[src/rtl/key_debounce_multi.sv]
// Multi-channel key debouncer: 2-FF sync, debounce filter, press/release/long pulses per key.
// Optional auto-repeat of key_press after key_long is built when KEY_AUTOREPEAT_EN is defined.

module key_debounce_lane #(
  parameter int DB_CNT     = 4,
  parameter int LONG_CNT   = 20,
  parameter int RPT_CNT    = 5,
  parameter int ACTIVE_LOW = 1
) (
  input  logic clk,
  input  logic rstn,
  input  logic raw,
  output logic state,
  output logic press,
  output logic rel,
  output logic lng
);
  localparam int   DW   = $clog2(DB_CNT + 1);
  localparam int   HW   = $clog2(LONG_CNT + 1);
  localparam logic IDLE = (ACTIVE_LOW != 0);

  logic [1:0]    sync;
  logic          s;
  logic [DW-1:0] dcnt;
  logic [HW-1:0] hcnt;
  logic          flip;
  logic          long_hit;
  logic          rpt_hit;

  // Sync flops reset to the released pin level so reset never looks like a press.
  always_ff @(posedge clk or negedge rstn) begin
    if (!rstn) sync <= {2{IDLE}};
    else       sync <= {sync[0], raw};
  end

  assign s        = (ACTIVE_LOW != 0) ? ~sync[1] : sync[1];
  assign flip     = (s != state) && (dcnt == DW'(DB_CNT - 1));
  // A release in the same cycle wins over the long-press pulse.
  assign long_hit = state && !flip && (hcnt == HW'(LONG_CNT - 1));

  always_ff @(posedge clk or negedge rstn) begin
    if (!rstn) begin
      dcnt  <= '0;
      hcnt  <= '0;
      state <= 1'b0;
      press <= 1'b0;
      rel   <= 1'b0;
      lng   <= 1'b0;
    end else begin
      if (s == state || flip) dcnt <= '0;
      else                    dcnt <= dcnt + 1'b1;
      if (flip) state <= s;

      // hcnt stops at LONG_CNT so key_long fires once per press.
      if (!state || flip)              hcnt <= '0;
      else if (hcnt != HW'(LONG_CNT))  hcnt <= hcnt + 1'b1;

      press <= (flip & s) | rpt_hit;
      rel   <= flip & ~s;
      lng   <= long_hit;
    end
  end

`ifdef KEY_AUTOREPEAT_EN
  localparam int RW = $clog2(RPT_CNT + 1);
  logic          rpt_on;
  logic [RW-1:0] rcnt;

  assign rpt_hit = rpt_on && state && !flip && (rcnt == RW'(RPT_CNT - 1));

  always_ff @(posedge clk or negedge rstn) begin
    if (!rstn) begin
      rpt_on <= 1'b0;
      rcnt   <= '0;
    end else if (!state || flip) begin
      rpt_on <= 1'b0;
      rcnt   <= '0;
    end else if (long_hit) begin
      rpt_on <= 1'b1;
      rcnt   <= '0;
    end else if (rpt_on) begin
      rcnt   <= rpt_hit ? '0 : rcnt + 1'b1;
    end
  end
`else
  // Repeat disabled: constant-false term keeps RPT_CNT referenced.
  assign rpt_hit = (RPT_CNT < 0);
`endif

endmodule

module key_debounce_multi #(
  parameter int NUM_KEYS    = 4,
  parameter int CLK_FREQ    = 125_000_000,
  parameter int DEBOUNCE_MS = 20,
  parameter int LONG_MS     = 1000,
  parameter int REPEAT_MS   = 200,
  parameter int ACTIVE_LOW  = 1
) (
  input  logic                clk,
  input  logic                rstn,
  input  logic [NUM_KEYS-1:0] key_raw,
  output logic [NUM_KEYS-1:0] key_state,
  output logic [NUM_KEYS-1:0] key_press,
  output logic [NUM_KEYS-1:0] key_release,
  output logic [NUM_KEYS-1:0] key_long
);
  localparam longint unsigned DB_L   = 64'(CLK_FREQ) * 64'(DEBOUNCE_MS) / 64'd1000;
  localparam longint unsigned LONG_L = 64'(CLK_FREQ) * 64'(LONG_MS)     / 64'd1000;
  localparam longint unsigned RPT_L  = 64'(CLK_FREQ) * 64'(REPEAT_MS)   / 64'd1000;
  localparam int DB_CNT   = int'(DB_L);
  localparam int LONG_CNT = int'(LONG_L);
  localparam int RPT_CNT  = int'(RPT_L);

  for (genvar g = 0; g < NUM_KEYS; g++) begin : g_lane
    key_debounce_lane #(
      .DB_CNT    (DB_CNT),
      .LONG_CNT  (LONG_CNT),
      .RPT_CNT   (RPT_CNT),
      .ACTIVE_LOW(ACTIVE_LOW)
    ) u_lane (
      .clk  (clk),
      .rstn (rstn),
      .raw  (key_raw[g]),
      .state(key_state[g]),
      .press(key_press[g]),
      .rel  (key_release[g]),
      .lng  (key_long[g])
    );
  end

endmodule

[config.mk]
export PLATFORM = sky130hd
export DESIGN_NAME = key_debounce_multi
export DESIGN_NICKNAME = d
export VERILOG_FILES = /design/src/rtl/key_debounce_multi.sv
export SDC_FILE = /design/constraint.sdc
export NUM_CORES = 1
export LEC_CHECK = 0
export ABC_AREA = 1
export CAP_MARGIN = 20
export CORE_ASPECT_RATIO = 2
export CORE_MARGIN = 3
export CORE_UTILIZATION = 51
export CTS_CLUSTER_SIZE = 16
export DETAILED_ROUTE_END_ITERATION = 10
export PLACE_DENSITY_LB_ADDON = 0.1
export SYNTH_ARGS = -nofsm -noshare
export SYNTH_HDL_FRONTEND = slang
export SYNTH_SLANG_ARGS = --single-unit
[constraint.sdc]
create_clock -name clk -period 2.6 [get_ports clk]
set_input_delay 0.78 -clock clk [delete_from_list [all_inputs] [get_ports clk]]
set_output_delay 0.78 -clock clk [all_outputs]
set_load 0.05 [all_outputs]
# After elaboration in Yosys (flattened, before gate mapping)
# Cells that the tools add are included.
[totals]
ff_bits = 220
latch_bits = 0
ram_bits = 0
rom_bits = 0
input_bits = 6
output_inout_bits = 16
memories = 0
[op_classes]
n_addsub = 8
mul = 0
n_div = 0
order_cmp = 0
eq_ne = 20
n_shift = 0
mux = 12
bitwise = 12
n_reduce_logical = 32
[op_table]
columns = ["op", "count"]
rows = [
  ["27-bit 2-to-1 mux", 8],
  ["27-bit by 1-bit adder with 27-bit output, second input constant", 4],
  ["27-bit equality test, second input constant", 4],
  ["27-bit != test, second input constant", 4],
  ["22-bit by 1-bit adder with 22-bit output, second input constant", 4],
  ["22-bit equality test, second input constant", 4],
  ["22-bit 2-to-1 mux", 4],
  ["1-bit logical AND", 12],
  ["1-bit bitwise AND", 8],
  ["1-bit zero test", 8],
  ["1-bit logical OR", 8],
  ["2-bit nonzero test", 4],
  ["1-bit equality test", 4],
  ["1-bit != test", 4],
  ["1-bit inverter", 4],
]

# Longest topological paths before layout
# Gate-level depths: netlist of run 1.
[logic_depth]
ltp_word = 6
ltp_mapped = 10

# Modules after synthesis
# A second synthesis of run 1 with hierarchy kept.
[unflattened]
hier_cells = 1868
hier_area_um2 = 13231.4
[modules_own_cells]
columns = ["mod", "n_inst", "cells_each", "area_each_um2", "seq_area_each_um2"]
rows = [
  ["key_debounce_lane at g_lane[0].u_lane ...", 3, 469, 3323.2, 1378.8],
  ["key_debounce_lane at g_lane[1].u_lane", 1, 461, 3261.9, 1378.8],
]

# Worst setup path after synthesis of run 1
# OpenSTA, ideal clock, no wires.
[synth_path]
path_kind = "register -> register"
startpoint = "reg g_lane[1].u_lane.dcnt[0]"
endpoint = "reg g_lane[1].u_lane.hcnt[11]"
arrival_ns = 1.465
t_required_ns = 2.481
slack_ns = 1.016
stages_incl_launch_ff = 11
synth_period_minus_slack_ns = 1.584
cell_sequence = "dfrtp_1 > ha_1 > nand2_2 > nor2_4 > nand2_1 > nor2_2 > nand3_1 > nand2_1 > buf_6 > buf_6 > nor2_1"
[synth_via]
elab_chain_cells = 4
elab_cells_between_ends = 5
cone_classes = "eq/ne: 1; mux: 1; reduce/logical: 3"
[synth_lines]
columns = ["item", "line_no", "rtl"]
rows = [
  ["start, declared", "24", "logic [DW-1:0] dcnt;"],
  ["start signal, assigned", "51", "else dcnt <= dcnt + 1'b1;"],
  ["22-bit equality test (*)", "37", "assign flip = (s != state) && (dcnt == DW'(DB_CNT - 1));"],
  ["1-bit logical AND (*)", "37", ""],
  ["1-bit logical OR (*)", "55", "if (!state || flip) hcnt <= '0;"],
  ["27-bit 2-to-1 mux / 2-bit nonzero test (equally long branches)", "-", ""],
  ["end signal, assigned", "56", "else if (hcnt != HW'(LONG_CNT)) hcnt <= hcnt + 1'b1;"],
  ["end, declared", "25", "logic [HW-1:0] hcnt;"],
]
# Every way passes the cells marked *; elsewhere a longest branch is shown, timed or not.
# A chain may end at the register's enable or synchronous reset.

# Worst setup path after layout of run 1
[layout_path]
startpoint = "reg g_lane[1].u_lane.state"
endpoint = "out key_state[1]"
[layout_lines]
columns = ["item", "line_no", "rtl"]
rows = [
  ["start, declared", "13", "output logic state,"],
  ["start signal, assigned", "52", "if (flip) state <= s;"],
  ["end, declared", "103", "output logic [NUM_KEYS-1:0] key_state,"],
]
# No word-level cell between the ends.

==> results.sh, run 1 <==
export IMPL_die_area_um2=27600
export IMPL_cp_end_kind="output port"
export IMPL_drtAntennaViolNets=0
export IMPL_htree_levels=1
export IMPL_cts_clk_slew_worst_paths_ps=60
export IMPL_synthCells=1926
export IMPL_final_cell_mix="577 x nand2_1, 542 x nor2_1, 212 x dfrtp_1"
export IMPL_first_iter_violations=692
export IMPL_min_period_ps=2510
export IMPL_slew_headroom_pct=66.3
export IMPL_drt_wirelength_per_cell_um=14.0
export IMPL_clock_latency_ps=520
export IMPL_synth_top_family_by_area="simple AND/OR/NAND/NOR gates"
export IMPL_grt_total_usage_pct=24.0
export IMPL_synth_adder_area_share_pct=1.15
export IMPL_cp_top_family="buffers and inverters"
export IMPL_synth_compound_area_share_pct=1.39
export IMPL_placementRows=82
export IMPL_cts_root_buf="clkbuf_16"
export IMPL_max_freq_ghz=0.399
export IMPL_crit_buf_inv=1
export IMPL_cp_max_fo=4
export IMPL_path_cells="clkdlybuf4s50_1"
export IMPL_pin_count=22
export IMPL_ys_seq_area_share_pct=42.4
export IMPL_cp_start_kind="flip-flop"
export IMPL_tritoncts="done"
export IMPL_ir_worst_vdd_mv=0.618
export IMPL_numCtsBuffers=22
export IMPL_slowest_stage="clkdlybuf4s50_1"
export IMPL_fin_cells=2297
export IMPL_synth_mux_area_fraction_pct=0
export IMPL_drive_gt1_share_pct=3.67
export IMPL_powerDensity_nw_per_um2=469
export IMPL_layout_commonest_cell="nand2_1"
export IMPL_rsz0062_at_grt="no"
export IMPL_async_flop_share_pct=100
export IMPL_min_path_type="in -> async"
export IMPL_grt_pass1_wl_um=54200
export IMPL_drt_total_wl_um=32300
export IMPL_core_area_um2=25100
export IMPL_synth_top_area_share_pct=40.8
export IMPL_mappedNetlistNets=1944
export IMPL_synth_seq_cells=220
export IMPL_period_share_pct=96.4
export IMPL_cts_setup_buffers=0
export IMPL_worstReg2RegStart="g_lane[1].u_lane.dcnt[0]"
export IMPL_cpPeakStageDelay_ps=830
export IMPL_dieHeight_um=232
export IMPL_start_util_pct=51.7
export IMPL_netlist_area_um2=13000
export IMPL_diodes=0
export IMPL_clock_sinks=220
export IMPL_antenna_found_initial=0
export IMPL_nFillCells=2590
export IMPL_arrival_ps=1730
export IMPL_die_w_um=119
export IMPL_p_leak_nw=5.53
export IMPL_routabilityCongestion=0.955
export IMPL_ys_types=31
export IMPL_dp_cells=2262
export IMPL_fin_nets=1968
export IMPL_vias=11700
export IMPL_final_max_slew_viol_count=0
export IMPL_yosys_area_share_simple_pct=42.7
export IMPL_dpl_hpwl_um=25000
export IMPL_synthXorXnorAreaFrac_pct=4.65
export IMPL_tightestPinTransition_ps=504
export IMPL_ys_flop_type="dfrtp_1"
export IMPL_clk_path_buf_depth=3
export IMPL_synth_edf_count=0
export IMPL_final_setup_skew_ps=11.4
export IMPL_timing_max_cap_violations=0
export IMPL_total_power_w=0.00663
export IMPL_avgSynthCellArea_um2=6.75
export IMPL_detail_route_first_pass_iterations=5
export IMPL_grt_pass1_vias=11800
export IMPL_numPortBuffers=21
export IMPL_synth_area_top_cells="dfrtp_1 41%, nand2_1 17%, nor2_1 16%"
export IMPL_multiInputGateArea_um2=6490
export IMPL_synth_top_area_cell="dfrtp_1"
export IMPL_yosys_warnings=0
export IMPL_stdcell_area_um2=14100
export IMPL_ff2ff_path_depth=9
export IMPL_worstPathRequired_ps=1820
export IMPL_grt_start_max_net_pins=49
export IMPL_layout_area_seq_um2=5520
export IMPL_grt_overflow_total=0
export IMPL_run_status="completed"
export IMPL_via_per_inst=5.07
export IMPL_fin_setup_tns_ps=0
export IMPL_fin_util_pct=56.3
export IMPL_hold_viol=0
export IMPL_place_area_um2=13500
export IMPL_drcViolationCount=0
export IMPL_worst_r2r_endpoint="g_lane[1].u_lane.dcnt[12]"
export IMPL_setup_viol=0
export IMPL_areaGrowthSynthToFinish_pct=8.73
export IMPL_worstSetupPathType="reg -> out"
export IMPL_r2r_slack_ps=640
[synth_stat cells (12+ instances only)]
cell type	count
nand4_1	13
inv_1	187
nand2_1	577
buf_4	24
ha_1	12
a21oi_1	24
nor2_1	542
nand3_1	133
nor3_1	64
dfrtp_1	212
xnor2_1	26
xor2_1	43
[metal layers]
metal,routed length [um],share of wire [%],global-route usage [%]
met2,18200,56,47.9
met3,847,2.6,2.24
met5,0,0,0
met4,1960,6.1,14.8
met1,11300,35,22.9
[how the worst max path moves through the flow]
stage / start / to / slack, ps / cells after the start
6_report: g_lane[1].u_lane.state / key_state[1] / 90 / 1
5_1_grt: g_lane[0].u_lane.state / key_state[0] / 40 / 1
4_1_cts: g_lane[0].u_lane.state / key_state[0] / 70 / 1
3_5_place_dp: g_lane[3].u_lane.state / key_state[3] / 490 / 1
3_3_place_gp: g_lane[3].u_lane.state / key_state[3] / 530 / 1
2_1_floorplan: g_lane[1].u_lane.dcnt[0] / g_lane[1].u_lane.hcnt[11] / 1020 / 10
[state kept, by name, summed over array words and instances (netlist names)]
register,flops
g_lane.u_lane.hcnt,108
g_lane.u_lane.dcnt,88
g_lane.u_lane.sync,8
g_lane.u_lane.lng,4
g_lane.u_lane.press,4
g_lane.u_lane.rel,4
g_lane.u_lane.state,4
[stage by stage]
stage / hold slack, ps / worst slack, ps
final: 150 / 93.8
after global routing: 155 / 41.9
after CTS: 135 / 65.4
after global placement: 346 / 535
after detailed placement: 348 / 495
after floorplan: 345 / 1020
[area by class of cell]
class | instances | area share, %
Multi-Input combinational cell | 1483 | 45.9
Clock inverter | 1 | 0.0354
Timing Repair Buffer | 35 | 2.52
Sequential cell | 220 | 39.0
Inverter | 188 | 4.99
Tap cell | 336 | 2.97
Clock buffer | 34 | 4.57
[kinds of logic after synthesis]
group,count (synthesis)
DFF,220
xor gates and xnor gates,69
and+or+nand+nor,1367
AOI/OAI and AO/OA,35
buffers and inverters,223
adders and majority gates,12
[power by group]
| group | internal (W) | total, W | switching, W |
|---|---|---|---|
| sequential | 0.00345 | 0.00347 | 0.0000187 |
| combinational | 0.0000404 | 0.000153 | 0.000112 |
| clock | 0.00169 | 0.00301 | 0.00132 |
| total | 0.00518 | 0.00663 | 0.00145 |
[timing repair]
item	in CTS	in global routing
hold buffers	0	0
endpoints found under the setup margin	1	0
resized for setup	1	0
(Power assumes the default switching activity.)
==> run 2: changes to the inputs <==
--- a/config.mk
+++ b/config.mk
@@ -13,6 +13,7 @@
 export CTS_CLUSTER_SIZE = 16
 export DETAILED_ROUTE_END_ITERATION = 10
 export PLACE_DENSITY_LB_ADDON = 0.1
+export SLEW_MARGIN = 20
 export SYNTH_ARGS = -nofsm -noshare
 export SYNTH_HDL_FRONTEND = slang
 export SYNTH_SLANG_ARGS = --single-unit
==> results of run 2 <==
The final DEF is identical to that of run 1; final timing and power are the same.
==> run 3: changes to the inputs <==
==> constraint.sdc (replaced) <==
create_clock -name clk -period 3.1 [get_ports clk]
set_input_delay 0.93 -clock clk [delete_from_list [all_inputs] [get_ports clk]]
set_output_delay 0.93 -clock clk [all_outputs]
set_load 0.05 [all_outputs]
==> run 3 against run 2 <==
Sequential cell count unchanged; non-clock buffer count down 6; worst setup slack improved by 240 ps; combinational power decreased by 22%; routed wire length grew 0.91%; via count rose by 0.83%; die area is the same; largest power group is now clock.
==> results.sh, run 3 (synthesis gave the netlist of run 1 again) <==
export IMPL_run_status="completed"
export IMPL_cp_top_family="buffers and inverters"
export IMPL_htree_levels=1
export IMPL_comb_power_share_pct=2.0
export IMPL_p_leak_nw=5.55
export IMPL_top_layer="met4"
export IMPL_worstReg2RegStart="g_lane[3].u_lane.dcnt[0]"
export IMPL_dr_wl_met2_um=17900
export IMPL_final_max_slew_viol_count=0
export IMPL_slew_headroom_pct=48.1
export IMPL_tritoncts="done"
export IMPL_worst_r2r_endpoint="g_lane[3].u_lane.dcnt[19]"
export IMPL_timing_max_cap_violations=0
export IMPL_drtAntennaViolNets=0
export IMPL_core_area_um2=25100
export IMPL_placementRows=82
export IMPL_worstSetupPathType="reg -> out"
export IMPL_start_util_pct=51.7
export IMPL_cts_setup_buffers=0
export IMPL_numCtsBuffers=22
export IMPL_regMostFlops="g_lane.u_lane.hcnt"
export IMPL_clock_sinks=220
export IMPL_largest_register_ffs=108
export IMPL_drt_wirelength_per_cell_um=14.2
export IMPL_wl_met1_um=11400
export IMPL_vias=11800
export IMPL_fin_cells=2294
export IMPL_layout_commonest_cell="nand2_1"
export IMPL_fin_nets=1962
export IMPL_die_w_um=119
export IMPL_reg_largest_list="g_lane.u_lane.hcnt (108), g_lane.u_lane.dcnt (88), g_lane.u_lane.sync (8)"
export IMPL_worstPathRequired_ps=2170
export IMPL_nFillCells=2453
export IMPL_tightestPinTransition_ps=777
export IMPL_clk_path_buf_depth=3
export IMPL_hold_buffers=0
export IMPL_cp_max_fo=7
export IMPL_final_setup_skew_ps=24.7
export IMPL_drive_gt1_share_pct=3.78
export IMPL_areaGrowthSynthToFinish_pct=9.40
export IMPL_die_area_um2=27600
export IMPL_hold_viol=0
export IMPL_switching_share_pct=21.4
export IMPL_routabilityCongestion=0.916
export IMPL_numPortBuffers=21
export IMPL_drt_total_wl_um=32600
export IMPL_min_path_type="in -> async"
export IMPL_setup_viol=0
export IMPL_pin_count=22
export IMPL_period_share_pct=89.2
export IMPL_arrival_ps=1840
export IMPL_final_cell_mix="577 x nand2_1, 542 x nor2_1, 212 x dfrtp_1"
export IMPL_path_cells="clkdlybuf4s50_1"
export IMPL_cp_start_kind="flip-flop"
export IMPL_netSwitchingPower_w=0.00128
export IMPL_rsz0062_at_grt="no"
export IMPL_diodes=0
export IMPL_cts_clk_slew_worst_paths_ps=60
export IMPL_grt_pass1_vias=12000
export IMPL_first_iter_violations=520
export IMPL_dp_cells=2256
export IMPL_cpPeakStageDelay_ps=850
export IMPL_clock_latency_ps=540
export IMPL_slowest_stage="clkdlybuf4s50_1"
export IMPL_grt_start_max_net_pins=67
export IMPL_ff2ff_path_depth=8
export IMPL_wl_met3_um=906
export IMPL_ir_worst_vdd_mv=0.452
export IMPL_cts_root_buf="clkbuf_16"
export IMPL_cp_end_kind="output port"
export IMPL_min_period_ps=2770
export IMPL_detail_route_first_pass_iterations=5
export IMPL_max_freq_ghz=0.362
export IMPL_fin_setup_tns_ps=0
export IMPL_grt_overflow_total=0
export IMPL_post_cts_resized=0
export IMPL_clock_power_share_pct=49.6
export IMPL_crit_buf_inv=1
export IMPL_via_per_inst=5.12
export IMPL_dieHeight_um=232
export IMPL_dpl_hpwl_um=25100
export IMPL_powerDensity_nw_per_um2=422
export IMPL_grt_total_usage_pct=24.0
export IMPL_intPower_w=0.00472
export IMPL_grt_pass1_wl_um=54100
export IMPL_drcViolationCount=0
export IMPL_antenna_found_initial=0
export IMPL_r2r_slack_ps=910
export IMPL_sequentialPowerShare_pct=48.4
run 3: layout make-up:
cell class	count	area, um^2	share of cell area (%)
repair buffers	29	300	2.11
well taps	336	420	2.95
flip-flops and latches	220	5520	38.8
clock inverters	11	194	1.36
clock buffers	27	601	4.22
multi-input cells	1483	6490	45.6
inverters	188	706	4.96
run 3: through the flow:
stage | area (um^2) | utilization, % | worst slack, ps | hold WS (ps) | total power [W]
2_1_floorplan | 13000 | - | 1510 | 345 | 0.00300
3_3_place_gp | 13400 | 53.4 | 880 | 348 | 0.00309
3_5_place_dp | 13400 | 53.4 | 865 | 349 | 0.00309
4_1_cts | 14200 | 56.6 | 307 | 358 | 0.00609
5_1_grt | 14200 | 56.6 | 264 | 358 | 0.00621
6_report | 14200 | 56.6 | 335 | 349 | 0.00600
run 3: power by group through the flow:
stage | Clock [W] | Combinational, W | Sequential (W)
floorplan | 0 | 0.0000462 | 0.00296
global placement | 0 | 0.000125 | 0.00296
detailed placement | 0 | 0.000127 | 0.00296
CTS | 0.00305 | 0.000127 | 0.00291
global route | 0.00316 | 0.000143 | 0.00291
finish | 0.00298 | 0.000120 | 0.00291
run 3: routing by layer:
metal / GRT usage (%) / vias to the layer above
li1: - / 5949
met1: 22.1 / 5417
met2: 47.7 / 250
met3: 2.54 / 136
met4: 16.6 / 0
met5: 0 / -
run 3: how the worst max path moves through the flow:
| stage | from | cells after the start | end |
|---|---|---|---|
| 2_1_floorplan | g_lane[3].u_lane.state | 1 | key_state[3] |
| 3_3_place_gp | g_lane[3].u_lane.state | 1 | key_state[3] |
| 3_5_place_dp | g_lane[3].u_lane.state | 1 | key_state[3] |
| 4_1_cts | g_lane[3].u_lane.state | 1 | key_state[3] |
| 5_1_grt | g_lane[3].u_lane.state | 1 | key_state[3] |
| 6_report | g_lane[3].u_lane.state | 1 | key_state[3] |
